$ cat src/rtl/fir_stream_pkg.sv
// Shared definitions for the FIR streaming path: default sample width and
// handshake helpers used by the deserializer, filter, FIFO and serializer.
package fir_stream_pkg;

    localparam int unsigned FirDataWidth = 24;

    // Address bits needed to index a memory of the given depth (at least 1).
    function automatic int unsigned addr_width(input int unsigned depth);
        return (depth > 1) ? $clog2(depth) : 1;
    endfunction

    function automatic logic fire(input logic valid, input logic ready, input logic en);
        return valid & ready & en;
    endfunction

endpackage

$ cat src/rtl/fifo_ram_sdp.sv
// Simple dual-port RAM: registered synchronous write, asynchronous read, no reset.
module fifo_ram_sdp #(
    parameter int unsigned DATA_WIDTH = 24,
    parameter int unsigned DEPTH      = 8,
    parameter int unsigned ADDR_W     = 3
) (
    input  logic                  i_clk,
    input  logic                  i_we,
    input  logic [ADDR_W-1:0]     iv_waddr,
    input  logic [DATA_WIDTH-1:0] iv_wdata,
    input  logic [ADDR_W-1:0]     iv_raddr,
    output logic [DATA_WIDTH-1:0] ov_rdata
);

    logic [DATA_WIDTH-1:0] mem [DEPTH];

    always_ff @(posedge i_clk) begin
        if (i_we) begin
            mem[iv_waddr] <= iv_wdata;
        end
    end

    assign ov_rdata = mem[iv_raddr];

endmodule

$ cat src/rtl/fir_output_fifo.sv
// First-word-fall-through elastic buffer between the FIR filter and the serializer.
// Pointers carry one extra wrap bit so full and empty are distinguishable.
module fir_output_fifo
    import fir_stream_pkg::*;
#(
    parameter int unsigned DATA_WIDTH  = FirDataWidth,
    parameter int unsigned DEPTH       = 8,
    parameter int unsigned AFULL_LEVEL = 6
) (
    input  logic                       i_clk,
    input  logic                       i_rst,
    input  logic                       i_en,
    input  logic [DATA_WIDTH-1:0]      iv_din,
    input  logic                       i_din_valid,
    output logic                       o_ready,
    output logic [DATA_WIDTH-1:0]      ov_dout,
    output logic                       o_dout_valid,
    input  logic                       i_ready,
    output logic [$clog2(DEPTH):0]     ov_count,
    output logic                       o_almost_full
);

    localparam int unsigned AddrW = addr_width(DEPTH);

    logic [AddrW:0]        wr_ptr_q, wr_ptr_d;
    logic [AddrW:0]        rd_ptr_q, rd_ptr_d;
    logic                  empty, full;
    logic                  push, pop;
    logic [DATA_WIDTH-1:0] rd_data;

    assign empty = (wr_ptr_q == rd_ptr_q);
    assign full  = (wr_ptr_q[AddrW] != rd_ptr_q[AddrW]) &&
                   (wr_ptr_q[AddrW-1:0] == rd_ptr_q[AddrW-1:0]);

    assign o_ready      = ~full & ~i_rst;
    assign o_dout_valid = ~empty;

    assign push = fire(i_din_valid, o_ready, i_en);
    assign pop  = fire(o_dout_valid, i_ready, i_en);

    always_comb begin
        wr_ptr_d = wr_ptr_q;
        rd_ptr_d = rd_ptr_q;
        if (push) begin
            wr_ptr_d = wr_ptr_q + 1'b1;
        end
        if (pop) begin
            rd_ptr_d = rd_ptr_q + 1'b1;
        end
    end

    always_ff @(posedge i_clk) begin
        if (i_rst) begin
            wr_ptr_q <= '0;
            rd_ptr_q <= '0;
        end else begin
            wr_ptr_q <= wr_ptr_d;
            rd_ptr_q <= rd_ptr_d;
        end
    end

    fifo_ram_sdp #(
        .DATA_WIDTH (DATA_WIDTH),
        .DEPTH      (DEPTH),
        .ADDR_W     (AddrW)
    ) u_ram (
        .i_clk    (i_clk),
        .i_we     (push),
        .iv_waddr (wr_ptr_q[AddrW-1:0]),
        .iv_wdata (iv_din),
        .iv_raddr (rd_ptr_q[AddrW-1:0]),
        .ov_rdata (rd_data)
    );

    // Never expose stale RAM contents while empty.
    assign ov_dout       = empty ? '0 : rd_data;
    assign ov_count      = wr_ptr_q - rd_ptr_q;
    assign o_almost_full = (ov_count >= ($clog2(DEPTH) + 1)'(AFULL_LEVEL));

    a_no_overflow : assert property (@(posedge i_clk) disable iff (i_rst) !(push && full));
    a_no_underflow : assert property (@(posedge i_clk) disable iff (i_rst) !(pop && empty));

endmodule

$ cat config.mk
export PLATFORM = sky130hd
export DESIGN_NAME = fir_output_fifo
export DESIGN_NICKNAME = d
export VERILOG_FILES = /design/src/rtl/fir_stream_pkg.sv /design/src/rtl/fifo_ram_sdp.sv /design/src/rtl/fir_output_fifo.sv
export SDC_FILE = /design/constraint.sdc
export NUM_CORES = 1
export LEC_CHECK = 0
export BUFFER_PORTS_ARGS = -buffer_cell sky130_fd_sc_hd__buf_2
export CORE_MARGIN = 3
export CORE_UTILIZATION = 50
export DETAILED_ROUTE_END_ITERATION = 8
export PLACE_DENSITY = 0.74
export SETUP_SLACK_MARGIN = 0.2
export SYNTH_ARGS = -nofsm -noshare
export SYNTH_HDL_FRONTEND = slang
export SYNTH_SLANG_ARGS = --single-unit
$ cat constraint.sdc
create_clock -name i_clk -period 6.6 [get_ports i_clk]
set_input_delay 1.98 -clock i_clk [delete_from_list [all_inputs] [get_ports i_clk]]
set_output_delay 1.98 -clock i_clk [all_outputs]
set_load 0.1 [all_outputs]
==> results.sh, run 1 <==
export IMPL_cts_root_buf="clkbuf_16"
export IMPL_hold_class="reg -> reg"
export IMPL_cp_start_kind="flip-flop"
export IMPL_final_layout_size_suffix_gt1_frac=0.346
export IMPL_ctsResizeCount=0
export IMPL_total_power_uw=2660
export IMPL_worstReg2RegEnd="u_ram.mem[0][16]"
export IMPL_die_h_um=131
export IMPL_cts_buffers_inserted=21
export IMPL_yosys_register_bits=203
export IMPL_syn_to_final_growth_pct=15.0
export IMPL_ys_seq_area_frac=0.765
export IMPL_dr_first_iter_drc_count=245
export IMPL_synthCells=358
export IMPL_track_usage=0.171
export IMPL_first_global_vias=3958
export IMPL_wire_per_inst_um=21.7
export IMPL_drv_slew=0
export IMPL_vias=3700
export IMPL_critPathLaunch="wr_ptr_q[0]"
export IMPL_ctsLongestPathBuffers=3
export IMPL_core_um2=15300
export IMPL_vias_per_cell=5.64
export IMPL_antenna_left=0
export IMPL_cts_htree_levels=1
export IMPL_synth_edf_count=192
export IMPL_gp_congestion=0.827
export IMPL_rr_startpoint="wr_ptr_q[0]"
export IMPL_power_switching_uw=606
export IMPL_syn_area_um2=7820
export IMPL_setup_tns_ps=0
export IMPL_chipWidth_um=131
export IMPL_swShare=0.227
export IMPL_hpwl_um=7610
export IMPL_fillers=1110
export IMPL_place_ws_ps=1810
export IMPL_end_kind="output pin"
export IMPL_crit_type="reg -> out"
export IMPL_path_clk_slew_ps=60
export IMPL_cts_hold_buf=0
export IMPL_p_leak_uw=0.00294
export IMPL_power_density_nw_per_um2=296
export IMPL_dieArea_um2=17200
export IMPL_fin_nets=467
export IMPL_grt_overflow_total=0
export IMPL_cts_tree="built"
export IMPL_start_util=0.513
export IMPL_setup_slack_ps=1470
export IMPL_dr_pass1_iters=4
export IMPL_port_buffers=59
export IMPL_finClkSkew_ps=9.09
export IMPL_synth_fp_nets=393
export IMPL_worst_slew_pin_slew_ps=977
export IMPL_crit_fanout=24
export IMPL_p_comb_frac=0.084
export IMPL_peakVddDrop_mv=0.173
export IMPL_reg2reg_setup_slack_ps=4040
export IMPL_synth_async_reset_ratio=0
export IMPL_seq_power_share=0.536
export IMPL_clk_insertion_delay_late_ps=470
export IMPL_fin_crit_ps=5130
export IMPL_finalHoldViolations=0
export IMPL_post_cts_setup_buffers=0
export IMPL_status="finished, final reports clean"
export IMPL_rsz0062_at_grt="false"
export IMPL_critPathCapture="ov_dout[17]"
export IMPL_cp_required_ps=4620
export IMPL_p_int_uw=2060
export IMPL_mostFrequentLayoutCells="edfxtp_1 (192), buf_2 (59), mux4_2 (48)"
export IMPL_fin_crit_sh=0.778
export IMPL_io_pin_count=60
export IMPL_drv_cap=0
export IMPL_reg2regPathDepth=7
export IMPL_synth_top_flop_cell="edfxtp_1"
export IMPL_grt_pass1_wl_um=22000
export IMPL_numClockSinks=203
export IMPL_insertedDiodeCount=0
export IMPL_clock_power_share=0.380
export IMPL_synthDistinctLibCells=33
export IMPL_relSlewSlack=0.348
export IMPL_grt_max_degree=49
export IMPL_grt_antenna_before_repair=0
export IMPL_fmax_mhz=195
export IMPL_ys_warnings_count=0
export IMPL_finalSetupViolCount=0
export IMPL_critPathArrivalTime_ps=3150
export IMPL_routed_wl_um=14200
export IMPL_rows=45
export IMPL_layout_commonest_cell="edfxtp_1"
export IMPL_avgSynthCellArea_um2=21.8
export IMPL_drcViolationCount=0
export IMPL_final_util=0.590
==> metal layers <==
layer  up-vias  track usage  share of wire
met5         -            0              0
met2        96        0.279           0.50
met1      1937        0.241           0.41
met3        22       0.0353          0.064
li1       1645            -              -
met4         0       0.0399          0.016
==> cell families (layout without fill, tap and decap cells) <==
| kind of cell | count (synthesis) | count (layout) | share of synthesized area |
|---|---|---|---|
| simple gates | 30 | 30 | 0.0184 |
| buf+inv | 24 | 111 | 0.0162 |
| fa+ha+maj | 6 | 6 | 0.0106 |
| xor+xnor | 8 | 8 | 0.00992 |
| flops | 203 | 203 | 0.765 |
| compound gates | 37 | 37 | 0.0387 |
| mux | 50 | 50 | 0.141 |
==> worst min path at each step <==
stage	cells past startpoint	start	to	slack, ps
floorplan	1	wr_ptr_q[2]	wr_ptr_q[2]	500
global placement	2	wr_ptr_q[3]	wr_ptr_q[3]	540
detailed placement	2	wr_ptr_q[3]	wr_ptr_q[3]	560
CTS	2	wr_ptr_q[3]	wr_ptr_q[3]	570
global route	2	wr_ptr_q[3]	wr_ptr_q[3]	610
finish	2	wr_ptr_q[3]	wr_ptr_q[3]	570
==> flip-flops by register name, indices dropped and copies added (netlist names), named ones only <==
signal,count
rd_ptr_q,4
u_ram.mem,192
wr_ptr_q,4
==> cell usage after synthesis (3+ instances only) <==
cell type,number,area share
a22o_1,24,0.027
dfxtp_1,11,0.028
ha_1,5,0.0080
xnor2_1,6,0.0067
buf_2,7,0.0045
edfxtp_1,192,0.74
mux4_2,48,0.14
nand3_1,3,0.0019
nand2_1,7,0.0034
clkbuf_1,6,0.0029
a21oi_1,6,0.0038
inv_1,6,0.0029
nor2_1,10,0.0048
buf_6,3,0.0043
==> metrics by stage <==
stage	hold slack [ps]	area, um2	instances
after floorplan	505	7830	358
after global placement	540	8410	620
after detailed placement	564	8410	620
after CTS	572	8990	656
after global routing	605	8990	656
final	571	8990	656
==> worst max-delay path, stage by stage, from the launching register on <==
cell	delay [ps]
dfxtp_1	560
inv_1	120
ha_1	310
and3_4	220
a21oi_4	730
a22o_1	290
buf_2	440
==> cell type report <==
cell class | instances | area [um2] | area share
well taps | 211 | 264 | 0.0294
multi-input cells | 131 | 1760 | 0.196
flip-flops and latches | 203 | 5990 | 0.666
repair buffers | 69 | 370 | 0.0412
clock buffers | 33 | 571 | 0.0634
clock inverters | 3 | 16.3 | 0.00181
inverters | 6 | 22.5 | 0.00250
==> power by group through the flow <==
stage	clock network [uW]	logic, uW	registers [uW]
final	1010	223	1430
after global routing	1090	235	1430
after CTS	1040	225	1430
after detailed placement	0	225	1460
after global placement	0	221	1460
after floorplan	0	182	1450
(Power assumes the default switching activity.)
==> inputs of run 2 (changes only) <==
--- a/config.mk
+++ b/config.mk
@@ -9,7 +9,7 @@
 export CORE_MARGIN = 3
 export CORE_UTILIZATION = 50
 export DETAILED_ROUTE_END_ITERATION = 8
-export PLACE_DENSITY = 0.74
+export PLACE_DENSITY = 0.77
 export SETUP_SLACK_MARGIN = 0.2
 export SYNTH_ARGS = -nofsm -noshare
 export SYNTH_HDL_FRONTEND = slang
==> constraint.sdc (replaced) <==
create_clock -name i_clk -period 4.7 [get_ports i_clk]
set_input_delay 1.41 -clock i_clk [delete_from_list [all_inputs] [get_ports i_clk]]
set_output_delay 1.41 -clock i_clk [all_outputs]
set_load 0.1 [all_outputs]
==> run 2 against run 1 <==
Effect of this change: non-clock buffer count up 4; global-route usage up 0.77 points; power up 49%; final cell count up 0.30%; hold slack worse by 4.0 ps; final area up 2.8%; routed wire length up 7.2%; utilization up 1.6 points; count of clock-buffer cells in the layout down 11; largest cell class unchanged; highest routed layer is now met5.
==> results.sh, run 2 (synthesis gave the netlist of run 1 again) <==
export IMPL_status="finished, final reports clean"
export IMPL_routed_wl_um=15200
export IMPL_relSlewSlack=0.469
export IMPL_path_clk_slew_ps=60
export IMPL_grt_overflow_total=0
export IMPL_swShare=0.222
export IMPL_power_density_nw_per_um2=430
export IMPL_dr_pass1_iters=4
export IMPL_track_usage=0.178
export IMPL_start_util=0.513
export IMPL_reg2regPathDepth=6
export IMPL_vias=3757
export IMPL_cts_tree="built"
export IMPL_regMostFlops="u_ram.mem"
export IMPL_drv_cap=0
export IMPL_cts_root_buf="clkbuf_16"
export IMPL_rsz0062_at_grt="false"
export IMPL_drv_slew=0
export IMPL_p_comb_frac=0.085
export IMPL_seq_power_share=0.503
export IMPL_min_path_cells=2
export IMPL_finalHoldViolations=0
export IMPL_grt_pass1_wl_um=22600
export IMPL_power_switching_uw=882
export IMPL_dr_first_iter_drc_count=403
export IMPL_p_leak_uw=0.00303
export IMPL_largest_reg_flops=192
export IMPL_clk_insertion_delay_late_ps=480
export IMPL_cts_htree_levels=1
export IMPL_crit_fanout=21
export IMPL_numClockSinks=203
export IMPL_dieArea_um2=17200
export IMPL_reg_largest_list="u_ram.mem: 192 flops, rd_ptr_q: 4 flops, wr_ptr_q: 4 flops"
export IMPL_die_h_um=131
export IMPL_io_pin_count=60
export IMPL_cp_start_kind="flip-flop"
export IMPL_gp_congestion=0.746
export IMPL_core_um2=15300
export IMPL_setup_tns_ps=0
export IMPL_worst_slew_pin_slew_ps=796
export IMPL_drcViolationCount=0
export IMPL_rows=45
export IMPL_slowest_delay_ps=580
export IMPL_mostFrequentLayoutCells="edfxtp_1 (192), mux4_2 (48), buf_2 (38)"
export IMPL_fin_crit_ps=4300
export IMPL_peakVddDrop_mv=0.287
export IMPL_first_global_vias=3998
export IMPL_post_cts_setup_buffers=0
export IMPL_chipWidth_um=131
export IMPL_multi_input_area_um2=1800
export IMPL_fillers=1050
export IMPL_finClkSkew_ps=14.4
export IMPL_final_layout_size_suffix_gt1_frac=0.416
export IMPL_syn_to_final_growth_pct=18.2
export IMPL_layout_commonest_cell="edfxtp_1"
export IMPL_critPathArrivalTime_ps=2890
export IMPL_fmax_mhz=233
export IMPL_fin_nets=469
export IMPL_grt_antenna_before_repair=1
export IMPL_placed_cell_area_um2=8520
export IMPL_hold_class="reg -> reg"
export IMPL_fin_crit_sh=0.915
export IMPL_vias_per_cell=5.71
export IMPL_stdcell_area_um2=9240
export IMPL_crit_type="reg -> out"
export IMPL_seq_area_um2=5990
export IMPL_clock_power_share=0.412
export IMPL_hpwl_um=8590
export IMPL_path_cells="inv_1, ha_1, and3_4, nand2_1, and2_1, buf_4, a22o_2, clkbuf_4"
export IMPL_finalSetupViolCount=0
export IMPL_antenna_left=0
export IMPL_grt_max_degree=49
export IMPL_port_buffers=59
export IMPL_cp_required_ps=3290
export IMPL_ctsLongestPathBuffers=3
export IMPL_wire_per_inst_um=23.1
export IMPL_cp_slowest_cell="dfxtp_1"
export IMPL_cts_buffers_inserted=19
export IMPL_cts_hold_buf=0
export IMPL_p_int_uw=3100
export IMPL_end_kind="output pin"
export IMPL_insertedDiodeCount=0
-- run 2: cell count changes in the layout (fill, tap and decap cells not counted), moves of 3 or more --
cell and change:
a22o_1 -20, a22o_2 +20, buf_12 +3, buf_2 -21, bufinv_16 +5, clkbuf_1 -9, clkbuf_4 +21
-- run 2: path summary, 6_finish.rpt --
path,to,startpoint,slack [ps]
worst max-delay path,ov_dout[14],wr_ptr_q[0],400
worst min-delay path,flip-flop,rd_ptr_q[2],570
worst max register to register,u_ram.mem[7][0],wr_ptr_q[0],1720
worst min register to register,flip-flop,rd_ptr_q[2],570
-- run 2: layer usage --
layer | global-route usage | routed length [um] | part of all wire
met1 | 0.244 | 5780 | 0.38
met2 | 0.298 | 7900 | 0.52
met3 | 0.0344 | 1310 | 0.086
met4 | 0.0496 | 227 | 0.015
met5 | 0 | 13 | 0.00085
-- run 2: area by class of cell --
class	instances	share of cell area
clock buffers	22	0.0527
clock inverters	12	0.0202
repair buffers	73	0.0531
inverters	6	0.00244
well taps	211	0.0286
multi-input cells	131	0.195
flip-flops and latches	203	0.648
-- run 2: critical path, delay by kind of cell (launching register included) --
kind	cells	cell delay, ps
buf+inv	3	750
fa+ha+maj	1	320
flops	1	580
simple gates	3	520
compound gates	1	220
-- run 2: what timing repair did --
action                                  4_1_cts  5_1_grt
gates resized for setup                       0       21
endpoints found under the hold margin         0        0
endpoints found under the setup margin        0       21
-- run 2: per-stage QoR --
stage / utilization / hold WS (ps) / instances / total power (uW) / setup WS (ps)
floorplan: - / 505 / 358 / 2290 / 111
global placement: 0.558 / 534 / 624 / 2370 / 894
detailed placement: 0.558 / 555 / 624 / 2370 / 801
CTS: 0.602 / 574 / 658 / 3990 / 265
global route: 0.606 / 620 / 658 / 4080 / 240
finish: 0.606 / 567 / 658 / 3980 / 400
-- run 2: power groups by stage --
stage	clock network, uW	registers (uW)	logic [uW]
after detailed placement	0	2040	331
after CTS	1650	2000	333
final	1640	2000	338
after global placement	0	2040	326
after floorplan	0	2030	262
after global routing	1730	2000	355
==> inputs of run 3 (changes only) <==
--- a/config.mk
+++ b/config.mk
@@ -9,8 +9,10 @@
 export CORE_MARGIN = 3
 export CORE_UTILIZATION = 50
 export DETAILED_ROUTE_END_ITERATION = 8
-export PLACE_DENSITY = 0.77
+export MAX_ROUTING_LAYER = met4
+export PLACE_DENSITY = 0.74
 export SETUP_SLACK_MARGIN = 0.2
+export SKIP_CTS_REPAIR_TIMING = 1
 export SYNTH_ARGS = -nofsm -noshare
 export SYNTH_HDL_FRONTEND = slang
 export SYNTH_SLANG_ARGS = --single-unit
==> constraint.sdc (replaced) <==
create_clock -name i_clk -period 4.8 [get_ports i_clk]
set_input_delay 1.44 -clock i_clk [delete_from_list [all_inputs] [get_ports i_clk]]
set_output_delay 1.44 -clock i_clk [all_outputs]
set_load 0.1 [all_outputs]
==> run 3 against run 2 <==
Effect of this change: first-iteration DRC count shrank 8.7%; via count shrank 1.1%; register-to-register slack gained 530 ps; critical path type unchanged; critical endpoint is now ov_dout[0].
==> results.sh, run 3 (synthesis gave the netlist of run 1 again) <==
export IMPL_status="finished, final reports clean"
export IMPL_critPathTopFamily="buffers and inverters"
export IMPL_dieArea_um2=17200
export IMPL_hpwl_um=8180
export IMPL_grt_max_degree=27
export IMPL_routed_wl_um=14700
export IMPL_port_buffers=59
export IMPL_reg2reg_setup_slack_ps=2250
export IMPL_chipWidth_um=131
export IMPL_end_kind="output pin"
export IMPL_die_h_um=131
export IMPL_stdcell_area_um2=9110
export IMPL_worst_path_buf_inv=3
export IMPL_placed_cell_area_um2=8480
export IMPL_start_util=0.513
export IMPL_hold_class="reg -> reg"
export IMPL_dr_pass1_iters=4
export IMPL_grt_antenna_before_repair=0
export IMPL_peakVddDrop_mv=0.277
export IMPL_fillers=1077
export IMPL_grt_overflow_total=0
export IMPL_clk_insertion_delay_late_ps=490
export IMPL_finalHoldViolations=0
export IMPL_cp_required_ps=3360
export IMPL_track_usage=0.186
export IMPL_fin_crit_sh=0.915
export IMPL_cp_slowest_cell="dfxtp_1"
export IMPL_slowest_delay_ps=580
export IMPL_drcViolationCount=0
export IMPL_p_leak_uw=0.00301
export IMPL_drv_slew=0
export IMPL_cts_root_buf="clkbuf_16"
export IMPL_whs_ps=562
export IMPL_fmax_mhz=228
export IMPL_cts_htree_levels=1
export IMPL_drv_cap=0
export IMPL_core_um2=15300
export IMPL_largest_reg_flops=192
export IMPL_mostFrequentLayoutCells="edfxtp_1 (192), buf_2 (59), mux4_2 (48)"
export IMPL_layout_commonest_cell="edfxtp_1"
export IMPL_ctsLongestPathBuffers=3
export IMPL_crit_fanout=24
export IMPL_vias_per_cell=5.66
export IMPL_antenna_left=0
export IMPL_io_pin_count=60
export IMPL_relSlewSlack=0.543
export IMPL_fin_nets=468
export IMPL_dr_first_iter_drc_count=368
export IMPL_cts_buffers_inserted=20
export IMPL_wire_per_inst_um=22.4
export IMPL_cts_tree="built"
export IMPL_regMostFlops="u_ram.mem"
export IMPL_final_layout_size_suffix_gt1_frac=0.373
export IMPL_fin_crit_ps=4390
export IMPL_first_global_vias=3881
export IMPL_grt_pass1_wl_um=22700
export IMPL_crit_type="reg -> out"
export IMPL_reg_largest_list="u_ram.mem: 192 flops, rd_ptr_q: 4 flops, wr_ptr_q: 4 flops"
export IMPL_path_cells="inv_1, ha_1, and3_4, nand2_1, and2_1, buf_4, a22o_1, buf_2"
export IMPL_stdcell_count=656
export IMPL_critPathArrivalTime_ps=2950
export IMPL_syn_to_final_growth_pct=16.5
export IMPL_dp_cells=622
export IMPL_rsz0062_at_grt="false"
export IMPL_finClkSkew_ps=14.7
export IMPL_setup_tns_ps=0
export IMPL_finalSetupViolCount=0
export IMPL_path_clk_slew_ps=60
export IMPL_gp_congestion=0.814
export IMPL_insertedDiodeCount=0
export IMPL_final_util=0.597
export IMPL_rows=45
export IMPL_numClockSinks=203
export IMPL_cp_start_kind="flip-flop"
export IMPL_worst_slew_pin_slew_ps=686
export IMPL_vias=3715
export IMPL_power_density_nw_per_um2=413
==> run 3: routing by layer <==
metal,GRT usage,wire (um),vias to the layer above
met5,-,0,-
met4,0.0575,227,0
met3,0.0288,1150,15
met2,0.290,7440,146
met1,0.258,5880,1911
li1,-,-,1643
==> run 3: stage by stage <==
stage          total power (uW)  setup WS [ps]
6_report                   3770            408
3_3_place_gp               2310            963
4_1_cts                    3810            388
3_5_place_dp               2320            922
5_1_grt                    3890            236
2_1_floorplan              2240            181
==> run 3: final cells by class <==
class / count / area [um2] / share of cell area
Inverter: 6 / 22.5 / 0.00247
Sequential cell: 203 / 5990 / 0.657
Clock buffer: 28 / 582 / 0.0638
Tap cell: 211 / 264 / 0.0290
Timing Repair Buffer: 71 / 423 / 0.0464
Multi-Input combinational cell: 131 / 1780 / 0.195
Clock inverter: 6 / 53.8 / 0.00590
==> run 3: power by group <==
group / internal, uW / total, uW / switching (uW)
clock: 894 / 1490 / 595
combinational: 78.4 / 321 / 242
sequential: 1950 / 1960 / 11.1
total: 2920 / 3770 / 848
==> run 3: tightest hold or removal path, cell delays in order, from the launching register on <==
cell and delay (ps):
dfxtp_1 360, o21ai_0 90, a21oi_1 60
==> run 3: worst paths after layout <==
path	from	to	depth (start not counted)
worst max-delay path	wr_ptr_q[0]	ov_dout[0]	8
worst min-delay path	wr_ptr_q[3]	wr_ptr_q[3]	2
worst max register to register	wr_ptr_q[0]	u_ram.mem[0][11]	7
worst min register to register	wr_ptr_q[3]	wr_ptr_q[3]	2
